--- config.mk ---
export PLATFORM = sky130hd
export DESIGN_NAME = uart_tx_fifo_core
export DESIGN_NICKNAME = d
export VERILOG_FILES = /design/src/rtl/uart_tx_fifo_core.sv
export SDC_FILE = /design/constraint.sdc
export NUM_CORES = 1
export LEC_CHECK = 0
export ABC_AREA = 0
export CORE_ASPECT_RATIO = 1.5
export CORE_MARGIN = 2
export CORE_UTILIZATION = 35
export DETAILED_ROUTE_END_ITERATION = 8
export PLACE_DENSITY_LB_ADDON = 0.25
export REMOVE_ABC_BUFFERS = 1
export SLEW_MARGIN = 25
export SYNTH_ARGS = -nofsm -noshare
export SYNTH_HDL_FRONTEND = slang
export SYNTH_SLANG_ARGS = --single-unit
--- constraint.sdc ---
create_clock -name clk_i -period 4.3 [get_ports clk_i]
set_input_delay 0.645 -clock clk_i [delete_from_list [all_inputs] [get_ports clk_i]]
set_output_delay 0.645 -clock clk_i [all_outputs]
set_load 0.005 [all_outputs]
--- src/rtl/uart_tx_fifo_core.sv ---
// Avalon-MM UART transmitter with a TX FIFO, runtime baud divisor and
// configurable frame format (5-8 data bits, parity, 1/2 stop bits, bit order).
`timescale 1ns/1ps
module uart_tx_fifo_core #(
  parameter int CLK_FREQ   = 100_000_000,
  parameter int BAUD_RATE  = 115_200,
  parameter int FIFO_DEPTH = 16,
  parameter int DIV_W      = 16
) (
  input  logic       clk_i,
  input  logic       arst_i,
  input  logic [3:0] avms_address_i,
  input  logic       avms_read_i,
  input  logic       avms_write_i,
  input  logic [7:0] avms_writedata_i,
  output logic [7:0] avms_readdata_o,
  output logic       uart_txd_o
);

  localparam int RESET_DIV = CLK_FREQ / BAUD_RATE;
  localparam int AW = $clog2(FIFO_DEPTH);
  localparam int CW = AW + 1;

  if ((RESET_DIV >> DIV_W) != 0) begin : g_bad_div
    $error("uart_tx_fifo_core: reset divisor does not fit in DIV_W bits");
  end
  if (FIFO_DEPTH < 2 || (FIFO_DEPTH & (FIFO_DEPTH - 1)) != 0) begin : g_bad_depth
    $error("uart_tx_fifo_core: FIFO_DEPTH must be a power of two >= 2");
  end

  typedef enum logic [2:0] {ST_IDLE, ST_START, ST_DATA, ST_PARITY, ST_STOP} state_e;

  state_e             state_q, state_d;
  logic [DIV_W-1:0]   cnt_q, cnt_d;
  logic [2:0]         idx_q, idx_d;
  logic [7:0]         frame_byte_q, frame_byte_d;
  logic [5:0]         frame_ctrl_q, frame_ctrl_d;
  logic [DIV_W-1:0]   frame_div_q, frame_div_d;
  logic [7:0]         mem_q [FIFO_DEPTH];
  logic [AW-1:0]      wr_ptr_q, wr_ptr_d, rd_ptr_q, rd_ptr_d;
  logic [CW-1:0]      count_q, count_d;
  logic [5:0]         ctrl_q, ctrl_d;
  logic [DIV_W-1:0]   div_q, div_d;
  logic               overflow_q, overflow_d;
  logic [7:0]         rdata_q, rdata_d;

  logic               push, push_ok, pop, fifo_empty, fifo_full, bit_end, txd;
  logic [DIV_W-1:0]   div_eff;
  logic [2:0]         n_last, data_pos;
  logic [7:0]         data_mask, status;

  assign push       = avms_write_i && (avms_address_i == 4'h0);
  assign fifo_empty = (count_q == '0);
  assign fifo_full  = (count_q == CW'(FIFO_DEPTH));
  assign push_ok    = push && (!fifo_full || pop);
  assign div_eff    = (div_q < DIV_W'(2)) ? DIV_W'(2) : div_q;
  assign bit_end    = (cnt_q == frame_div_q - DIV_W'(1));
  assign n_last     = {1'b1, frame_ctrl_q[1:0]};
  assign status     = {3'b000, overflow_q, fifo_full, fifo_empty,
                       fifo_empty && (state_q == ST_IDLE), !fifo_full};

  // Frame sequencer; a pop always coincides with entering START and snapshots the frame config.
  always_comb begin
    state_d      = state_q;
    cnt_d        = bit_end ? '0 : cnt_q + DIV_W'(1);
    idx_d        = idx_q;
    frame_byte_d = frame_byte_q;
    frame_ctrl_d = frame_ctrl_q;
    frame_div_d  = frame_div_q;
    pop          = 1'b0;
    case (state_q)
      ST_IDLE: begin
        cnt_d = '0;
        pop   = !fifo_empty;
      end
      ST_START: if (bit_end) begin
        state_d = ST_DATA;
        idx_d   = 3'd0;
      end
      ST_DATA: if (bit_end) begin
        if (idx_q == n_last) begin
          idx_d   = 3'd0;
          state_d = frame_ctrl_q[2] ? ST_PARITY : ST_STOP;
        end else begin
          idx_d = idx_q + 3'd1;
        end
      end
      ST_PARITY: if (bit_end) begin
        state_d = ST_STOP;
        idx_d   = 3'd0;
      end
      ST_STOP: if (bit_end) begin
        if (frame_ctrl_q[4] && idx_q == 3'd0) idx_d = 3'd1;
        else if (!fifo_empty)                  pop = 1'b1;
        else                                   state_d = ST_IDLE;
      end
      default: state_d = ST_IDLE;
    endcase
    if (pop) begin
      state_d      = ST_START;
      cnt_d        = '0;
      idx_d        = 3'd0;
      frame_byte_d = mem_q[rd_ptr_q];
      frame_ctrl_d = ctrl_q;
      frame_div_d  = div_eff;
    end
  end

  always_comb begin
    data_mask = 8'hFF;
    case (frame_ctrl_q[1:0])
      2'b00:   data_mask = 8'h1F;
      2'b01:   data_mask = 8'h3F;
      2'b10:   data_mask = 8'h7F;
      default: data_mask = 8'hFF;
    endcase
    data_pos = frame_ctrl_q[5] ? (n_last - idx_q) : idx_q;
    txd      = 1'b1;
    case (state_q)
      ST_START:  txd = 1'b0;
      ST_DATA:   txd = frame_byte_q[data_pos];
      ST_PARITY: txd = (^(frame_byte_q & data_mask)) ^ frame_ctrl_q[3];
      default:   txd = 1'b1;
    endcase
  end

  assign uart_txd_o = txd;

  always_comb begin
    wr_ptr_d   = push_ok ? wr_ptr_q + AW'(1) : wr_ptr_q;
    rd_ptr_d   = pop ? rd_ptr_q + AW'(1) : rd_ptr_q;
    count_d    = count_q;
    if (push_ok && !pop)      count_d = count_q + CW'(1);
    else if (!push_ok && pop) count_d = count_q - CW'(1);
    ctrl_d     = ctrl_q;
    div_d      = div_q;
    overflow_d = overflow_q;
    rdata_d    = rdata_q;
    if (avms_write_i) begin
      case (avms_address_i)
        4'h1: if (avms_writedata_i[4]) overflow_d = 1'b0;
        4'h2: ctrl_d = avms_writedata_i[5:0];
        4'h3: div_d = (div_q & ~DIV_W'(16'h00FF)) | DIV_W'({8'h00, avms_writedata_i});
        4'h4: div_d = (div_q & ~DIV_W'(16'hFF00)) | DIV_W'({avms_writedata_i, 8'h00});
        default: ;
      endcase
    end
    // A dropped push outranks a same-cycle clear so no overflow event is lost.
    if (push && !push_ok) overflow_d = 1'b1;
    if (avms_read_i) begin
      case (avms_address_i)
        4'h1:    rdata_d = status;
        4'h2:    rdata_d = {2'b00, ctrl_q};
        4'h3:    rdata_d = 8'(div_q);
        4'h4:    rdata_d = 8'(div_q >> 8);
        4'h5:    rdata_d = 8'(count_q);
        default: rdata_d = 8'h00;
      endcase
    end
  end

  always_ff @(posedge clk_i or posedge arst_i) begin
    if (arst_i) begin
      state_q      <= ST_IDLE;
      cnt_q        <= '0;
      idx_q        <= 3'd0;
      frame_byte_q <= 8'h00;
      frame_ctrl_q <= 6'h03;
      frame_div_q  <= DIV_W'(2);
      wr_ptr_q     <= '0;
      rd_ptr_q     <= '0;
      count_q      <= '0;
      ctrl_q       <= 6'h03;
      div_q        <= DIV_W'(RESET_DIV);
      overflow_q   <= 1'b0;
      rdata_q      <= 8'h00;
    end else begin
      state_q      <= state_d;
      cnt_q        <= cnt_d;
      idx_q        <= idx_d;
      frame_byte_q <= frame_byte_d;
      frame_ctrl_q <= frame_ctrl_d;
      frame_div_q  <= frame_div_d;
      wr_ptr_q     <= wr_ptr_d;
      rd_ptr_q     <= rd_ptr_d;
      count_q      <= count_d;
      ctrl_q       <= ctrl_d;
      div_q        <= div_d;
      overflow_q   <= overflow_d;
      rdata_q      <= rdata_d;
    end
  end

  always_ff @(posedge clk_i) begin
    if (push_ok) mem_q[wr_ptr_q] <= avms_writedata_i;
  end

  assign avms_readdata_o = rdata_q;

endmodule

==> results.md, run 1 <==
Clocking:
- Counting every sink on the clock net gives 224.
- In this run, post-CTS hold repair placed 0 buffers.
- The CTS buffer count is 23.
- TritonCTS built the clock tree.
- For the worst-skew pair, the clock arrives at the later sink with an insertion delay of 540 ps.
- The clock root buffer master is clkbuf_16.
- After clock tree synthesis, the clock-pin slew on the worst setup and hold paths is 60 ps.
- The maximum buffer depth of the clock tree is 3.
- The number of H-tree levels is 1.

Die:
- The number of standard-cell rows in the floorplan is 76.
- In this run the horizontal extent of the chip is 144 microns.
- In this run the vertical extent of the chip is 214 microns.
- The standard cell core area is 28800 sq um.
- The effective utilization at floorplan is 35.6%.
- The total die area is 30700 sq um.
- Pin placement for this block handled 25 I/O pins.

Yosys:
- For this run, asynchronously set or reset flops after synthesis account for 42.9%.
- The simple-gate area share of the yosys netlist is 9.06%.
- Synthesis instantiated 64 different standard cells from the library.
- Summing the areas of all xor and xnor instances in the mapped netlist gives 4.41% of the synthesized area.
- The compound-cell area share of the yosys netlist is 5.19%.
- The average footprint of a synthesized cell is 14.5 sq um.
- The post-synthesis sequential element count is 224.
- The total standard cell area after synthesis is 10300 sq um.
- The portion of the post-synthesis area used by sequential elements is 61.1%.
- In the synthesized netlist, the number of instances is 706.
- The share of cell area taken by muxes after synthesis is 15.8%.
- The most used flip-flop cell after synthesis is edfxtp_1.
- After synthesis, the largest family of logic cells by area is multiplexers.
- The area share of fa/ha/maj cells after synthesis is 2.22%.
- The synthesis warning total is 0.
- In this run, synthesis inferred 128 flip-flops with an integrated enable.

Drt:
- The total number of vias is 5951.
- After detailed routing, the number of remaining DRC violations is 0.
- The first detailed-routing pass took 5 iterations.
- After detailed routing, the number of vias per cell comes to 5.16.
- The post-route antenna net violation count is 0.
- After detailed routing, the total wire length is 22700 microns.
- The detailed router's first-iteration violation count is 343.
- After detailed routing, the average wire length per cell comes to 19.7 microns.

Finish:
- The most common library cell in the layout ignoring fill and taps is edfxtp_1.
- The utilization after layout is 41.0%.
- The net count of the finished layout is 781.
- In the final layout, the multi-input gates occupy 3770 sq um.
- The area growth from synthesis to layout is 15.3%.
- The layout has 2621 filler cells.
- The number of antenna diodes in the final layout is 0.
- In the layout the commonest cells are edfxtp_1 (128), dfrtp_1 (84), mux2_2 (52).
- Of the cells placed in the final design, the portion with a size suffix greater than 1 is 24.0%.
- The sequential standard cell area is 6260 sq um.

STA:
- Based on the critical path, the design can be clocked at up to 0.245 GHz.
- The final critical-path required period is 4080 ps.
- Clock skew on the completed layout was measured at 13.8 ps.
- The count of final max-slew check failures came to 0.
- The worst pin sits at a relative slew slack of 40.4%.
- Setup repair after global routing left no endpoint under its margin.
- The number of setup violations in the final report is 0.
- The share of the clock period used by the worst path after layout is 94.9%.
- The tightest hold path in the finished design has a slack of 502 ps.
- Summed over all failing endpoints, the final setup total negative slack is 0 ps.
- At the pin with the least slew margin, the transition time is 891 ps.
- The number of hold violations in the final report is 0.

Power:
- In this run, the combinational gates consume 28.5% of the power.
- The net switching power is 2.28 mW.
- Power comes to 7.26 mW.
- The worst-case IR drop observed on VDD is 369 uV.
- In this run the static leakage power is 4.30 nW.
- The areal power density over the cells is 615 nW/um^2.
- The clock network burns 28.5% of the power.
- The internal power of the cells is 4.98 mW.
- The switching share of total power is 31.4%.
- The sequential cell fraction of total power is 43.0%.

Outcome:
- The flow ran to the end, and the final reports show no timing, DRC or antenna violations.

Place:
- The number of buffers added on ports is 24.
- The half-perimeter wire length after detailed placement is 16100 microns.
- The weighted congestion at the end of routability-driven global placement is 0.937.

Job:
- The number of violations of the max-capacitance limit is 0.

Global routing:
- The number of global-route vias before repair was 6312.
- Global routing consumed, on the met2 layer, 29.6% of the routing resources.
- The layer flagged by global routing as most heavily used is met2.
- Entering global routing, the biggest net connects 42 pins.
- Global routing finished with a remaining overflow of 0.
- The first global-routing pass estimated 36100 microns of wire.
- Global routing consumed, on the met3 layer, 2.10% of the routing resources.
- For met1 alone, demand over resource in global routing was 16.9%.
- The number of antenna violations at the first check in global routing is 0.
- Global routing used 15.5% of the available tracks.

Setup path:
- For the worst setup path, the data required time is 3650 ps.
- The critical path launch point type is a flop.
- Of all nets on the critical path, the largest fanout is 4.
- The destination of the worst register-to-register timing path is count_q[4].
- The critical path class is reg2out.
- The nature of the critical path endpoint is an output pin.
- Data on the critical path arrives at its endpoint at 3440 ps.
- The source of the worst register-to-register timing path is frame_div_q[3].
- In this run the register-to-register setup slack is 470 ps.
- The length in cells of the worst reg-to-reg path is 15.

Min path:
- In this run the worst hold path is classified as in2async.
cell type report:
cell class | instances | share of cell area (%)
inverter | 24 | 0.783
sequential | 224 | 53.0
tap | 390 | 4.13
clock inverter | 15 | 1.67
multi-input combinational | 426 | 31.9
timing repair buffer | 49 | 3.62
clock buffer | 25 | 4.93
flip-flops by register name, indices dropped and copies added (netlist names):
| signal | cells |
|---|---|
| avms_readdata_o | 8 |
| cnt_q | 16 |
| count_q | 5 |
| ctrl_q | 6 |
| div_q | 16 |
| frame_byte_q | 8 |
| frame_ctrl_q | 6 |
| frame_div_q | 16 |
| idx_q | 3 |
| mem_q | 128 |
| overflow_q | 1 |
| rd_ptr_q | 4 |
| state_q | 3 |
| wr_ptr_q | 4 |
metrics by stage:
stage | area [sq um] | std cells | worst slack, ps
finish | 11800 | 1153 | 217
global placement | 11000 | 1113 | 552
floorplan | 10100 | 674 | -218
detailed placement | 11000 | 1113 | 492
global route | 11800 | 1153 | 16.5
CTS | 11800 | 1153 | 109
worst max-delay path, cell delays in order, from the launching register on:
cell and delay [ps]:
dfstp_2 560, inv_1 50, ha_1 160, inv_1 60, fa_1 420, mux2i_2 260, mux4_2 540, mux2i_1 160
a22o_1 140, nand2_1 80, clkdlybuf4s50_1 460
Yosys cell counts, drive strengths merged, types with 4 or more instances:
| master | count | share of area [%] |
|---|---|---|
| edfxtp | 128 | 37 |
| dfrtp | 86 | 21 |
| mux2 | 52 | 5.7 |
| nor2 | 51 | 1.9 |
| mux4 | 42 | 9.2 |
| nand2 | 41 | 1.5 |
| xnor2 | 30 | 2.6 |
| inv | 24 | 0.88 |
| clkbuf | 21 | 0.81 |
| xor2 | 19 | 1.6 |
| ha | 15 | 1.8 |
| nor3 | 13 | 0.63 |
| o21ai | 13 | 0.63 |
| nand3 | 12 | 0.59 |
| nor2b | 12 | 0.73 |
| buf | 11 | 0.57 |
| o22ai | 11 | 0.73 |
| a21oi | 10 | 0.52 |
| dfstp | 10 | 2.6 |
| mux2i | 9 | 0.88 |
| nor4 | 8 | 0.49 |
| nand2b | 7 | 0.43 |
| nand4 | 7 | 0.43 |
| nor3b | 6 | 0.44 |
| a31oi | 5 | 0.31 |
| and3 | 5 | 0.31 |
| a21o | 4 | 0.29 |
| a22o | 4 | 0.35 |
power by group through the flow:
stage          combinational [mW]  sequential, mW  clock, mW
3_3_place_gp                 2.04            3.15          0
3_5_place_dp                 2.09            3.17          0
6_report                     2.07            3.12       2.07
4_1_cts                      2.10            3.13       2.13
2_1_floorplan                1.59            3.02          0
5_1_grt                      2.28            3.19       2.22
metal layers:
layer	up-vias	part of all wire, %
li1	2732	-
met1	3035	37
met2	127	56
met3	57	3.2
met4	0	4.1
met5	-	0
logic make-up (layout without fill, tap and decap cells):
logic type	after synthesis	after routing
and+or+nand+nor	183	183
AOI/OAI and AO/OA	73	73
buffers and inverters	56	113
muxes	103	103
DFF	224	224
xor gates and xnor gates	50	50
adders and majority gates	17	17
worst max path at each step:
stage                     from          to  slack [ps]
2_1_floorplan   frame_div_q[3]  count_q[4]        -220
3_3_place_gp    frame_div_q[3]  count_q[4]         550
3_5_place_dp    frame_div_q[3]  count_q[4]         490
4_1_cts        frame_ctrl_q[0]  uart_txd_o         110
5_1_grt        frame_ctrl_q[0]  uart_txd_o          20
6_report       frame_ctrl_q[0]  uart_txd_o         220
what timing repair did:
| action | 4_1_cts | 5_1_grt |
|---|---|---|
| setup buffers | 0 | 0 |
| resized for setup | 0 | 1 |
| setup endpoints to repair | 0 | 1 |
Note: power is estimated with default switching activity, not from simulation.
==> inputs of run 2 (changes only) <==
CORE_UTILIZATION = 56   (was 35)
PLACE_DENSITY = 0.76   (was default)
PLACE_DENSITY_LB_ADDON = default   (was 0.25)
==> run 2 against run 1 <==
Compared with the run above:
- largest cell class unchanged
- final area fell by 2.3%
- routed wire length fell by 4.0%
- clock-buffer cell count rose by 6
- critical endpoint unchanged
- critical path type unchanged
- highest routed layer unchanged
==> results.md, run 2 (synthesis results as in run 1) <==
Setup path:
- The largest fanout on the critical path came to 4 (unchanged).
- STA classifies the critical path endpoint as an output pin.
- The most numerous cell type found on the critical path is inv_1.
- The worst setup path is of the reg2out kind.
- The signal on the critical path passes through inv_1 -> ha_1 -> inv_1 -> fa_1 -> mux2i_2 -> mux4_2 -> mux2i_1 -> a22o_1 -> nand2_1 -> clkdlybuf4s50_1.
- For this design, the slowest cell found on the critical path is dfstp_2.
- The worst setup path is launched from a flop.
- The data arrival time of the worst path came to 3330 ps (-110 ps).
- The worst endpoint required time is 3650 ps (about the same).
- The highest cell delay on the worst timing path is 570 ps (about the same).

Min path:
- The tightest min-delay check is of the reg2reg type.

Clocking:
- The post-CTS setup repair buffer count is 0 (unchanged).
- The post-CTS resize count came to 0 (unchanged).
- The number of H-tree levels is 1 (unchanged).
- The clock-pin transition on the worst setup and hold timing paths is 60 ps (about the same).
- The clock tree from TritonCTS is built.
- The clock latency on the worst-skew pair is 510 ps (-30 ps).
- The number of sinks on the clock net is 224 (unchanged).
- CTS placed an instance of clkbuf_16 at the clock tree root.
- The maximum buffer depth of the clock tree is 3 (unchanged).
- The total of hold buffers inserted after clock tree synthesis was 0 (unchanged).
- The CTS buffer count came to 22 (-4.3%).

Power:
- The portion of total power attributed to the clock network is 26.8% (-1.7 points).
- The areal power density over the cells is 615 nW/um^2 (about the same).
- The standby leakage power was 4.28 nW (-0.51%).
- The power share of the combinational group is 29.8% (+1.3 points).
- The worst IR drop on VDD is 561 uV (+52%).
- The sequential cell fraction of total power is 43.4% (+0.4 points).
- The internal power of the cells came to 4.89 mW (-1.9%).
- The total design power came to 7.10 mW (-2.3%).
- The switching share of total power is 31.1% (-0.31 points).
- The net switching power is 2.20 mW (-3.3%).

Die:
- The horizontal extent of the die came to 114 microns (-20%).
- The boundary pin count is 25 (unchanged).
- The number of standard-cell rows in the floorplan is 60 (-21%).
- The die boundary height is 170 microns (-21%).
- The total die area is 19400 sq um (-37%).
- The standard cell core area is 17900 sq um (-38%).
- The effective utilization at floorplan came to 57.1% (+22 points).

Finish:
- The flip-flop count of the largest register after layout is 128 (unchanged).
- The final non-filler cell total is 980 (-15%).
- The multi-input gate area in the final layout is 3760 sq um (about the same).
- The most common library cell in the layout ignoring fill and taps is edfxtp_1.
- The utilization after layout is 64.3% (+23 points).
- The proportion of layout cells with a drive suffix above 1 is 23.2% (-0.79 points).
- The number of antenna cells inserted is 0 (unchanged).
- The sequential standard cell area is 6260 sq um (about the same).
- The register containing the most flip-flops in the final layout is mem_q.
- The library cells used most frequently in the layout, excluding fill and tap cells, are edfxtp_1 (128), dfrtp_1 (85), mux2_2 (52).
- Relative to the synthesized area, the layout overhead comes to 12.6%.
- The post-route standard cell area excluding fillers was 11500 sq um (-2.3%).
- The final net count is 781 (unchanged).
- The number of inserted filler cells in the final layout is 1262 (-52%).

Global routing:
- The first-pass GRT wire length is 34500 microns (-4.4%).
- The number of global-route vias before repair is 6333 (+0.33%).
- The total global-route track usage is 23.5% (+8.0 points).
- The overflow left after global routing is 0 (unchanged).
- The number of antenna violations at the first check in global routing is 0 (unchanged).
- The largest net degree at the start of global routing is 58 (+38%).

STA:
- The number of setup violations in the final report came to 0 (unchanged).
- The setup skew after layout is 11.2 ps (-2.61 ps).
- Setup repair after global routing left no endpoint under its margin.
- The setup TNS after final layout is 0 ps (unchanged).
- The count of final max-slew check failures is 0 (unchanged).
- The normalized max-slew margin is 42.5% (+2.1 points).
- The final critical-path required period is 3980 ps (-105 ps).
- The share of the clock period used by the worst path after layout is 92.5% (-2.4 points).
- The number of hold violations in the final report is 0 (unchanged).
- The final-layout worst hold slack came to 501 ps (-0.486 ps).
- The fmax is 0.251 GHz (+2.6%).
- The final setup slack of the worst path is 322 ps (+105 ps).
- The slew of the pin with the lowest slew margin was 859 ps (-31.2 ps).

Place:
- The cell area after placement is 10800 sq um (-1.9%).
- The cell count after placement is 941 (-15%).
- The number of buffers added on ports came to 24 (unchanged).
- The worst slack at placement is 426 ps (-66.4 ps).
- The weighted congestion at the end of routability-driven global placement is 0.929 (-0.88%).
- The half-perimeter wire length after detailed placement was 15500 microns (-3.7%).

Drt:
- The total number of vias came to 5963 (+0.20%).
- The post-detailed-route via-to-cell ratio is 6.08 (+18%).
- The detail-routed net length per standard cell is 22.3 microns (+13%).
- The detailed router's first-iteration violation count is 279 (-19%).
- The final wirelength is 21800 microns (-4.0%).
- The remaining routing DRC violations came to 0 (unchanged).
- The first-pass detailed-route iteration total was 4 (-1).
- The post-route antenna net violation count is 0 (unchanged).

Outcome:
- The run finished with clean final reports.

Job:
- The number of violations of the max-capacitance limit is 0 (unchanged).
==> run 2: cell types whose count changed in the layout (fill, tap and decap cells not counted) <==
cell | before | now
clkbuf_8 | 0 | 2
dfrtp_2 | 2 | 1
nand2b_1 | 6 | 7
clkinvlp_4 | 1 | 0
bufinv_16 | 4 | 2
clkinvlp_2 | 1 | 0
buf_4 | 25 | 26
inv_16 | 1 | 0
nand2b_2 | 1 | 0
clkbuf_1 | 2 | 6
clkinv_2 | 4 | 2
dfrtp_1 | 84 | 85
==> run 2: power groups by stage <==
stage / clock network [mW] / logic, mW / registers (mW)
2_1_floorplan: 0 / 1.59 / 3.02
3_3_place_gp: 0 / 2.05 / 3.09
3_5_place_dp: 0 / 2.12 / 3.12
4_1_cts: 1.95 / 2.13 / 3.08
5_1_grt: 2.02 / 2.32 / 3.13
6_report: 1.90 / 2.11 / 3.08
==> run 2: per-layer routing <==
metal	track usage (%)	vias up	wire length (microns)
met2	44.7	147	12400
met5	0	-	0
met4	10.9	0	910
met3	3.18	49	810
li1	-	2736	-
met1	25.3	3031	7750
==> run 2: worst paths after layout <==
check	from	to	slack, ps	cells after the start
worst max-delay path	frame_ctrl_q[0]	uart_txd_o	320	10
worst min-delay path	frame_div_q[1]	frame_div_q[1]	500	2
worst max register to register	frame_div_q[3]	count_q[4]	390	15
worst min register to register	frame_div_q[1]	frame_div_q[1]	500	2
max in group asynchronous	arst_i	cnt_q[3]	2880	3
min in group asynchronous	arst_i	avms_readdata_o[7]	610	2
==> run 2: area by class of cell <==
type,count,share of cell area (%)
Sequential cell,224,54.2
Multi-Input combinational cell,426,32.6
Clock buffer,31,5.42
Timing Repair Buffer,50,3.77
Tap cell,217,2.35
Clock inverter,8,0.824
Inverter,24,0.802
==> run 2: critical path, delay by kind of cell, from the launching register on <==
family	cells	cell delay, ps
muxes	3	930
DFF	1	570
AOI/OAI and AO/OA	1	150
buffers and inverters	3	550
and+or+nand+nor	1	60
adders and majority gates	2	580
==> inputs of run 3 (changes only) <==
SKIP_CTS_REPAIR_TIMING = 1   (was default)
==> results of run 3 <==
Same layout as run 2: the final DEF is identical, and so are final timing and power.
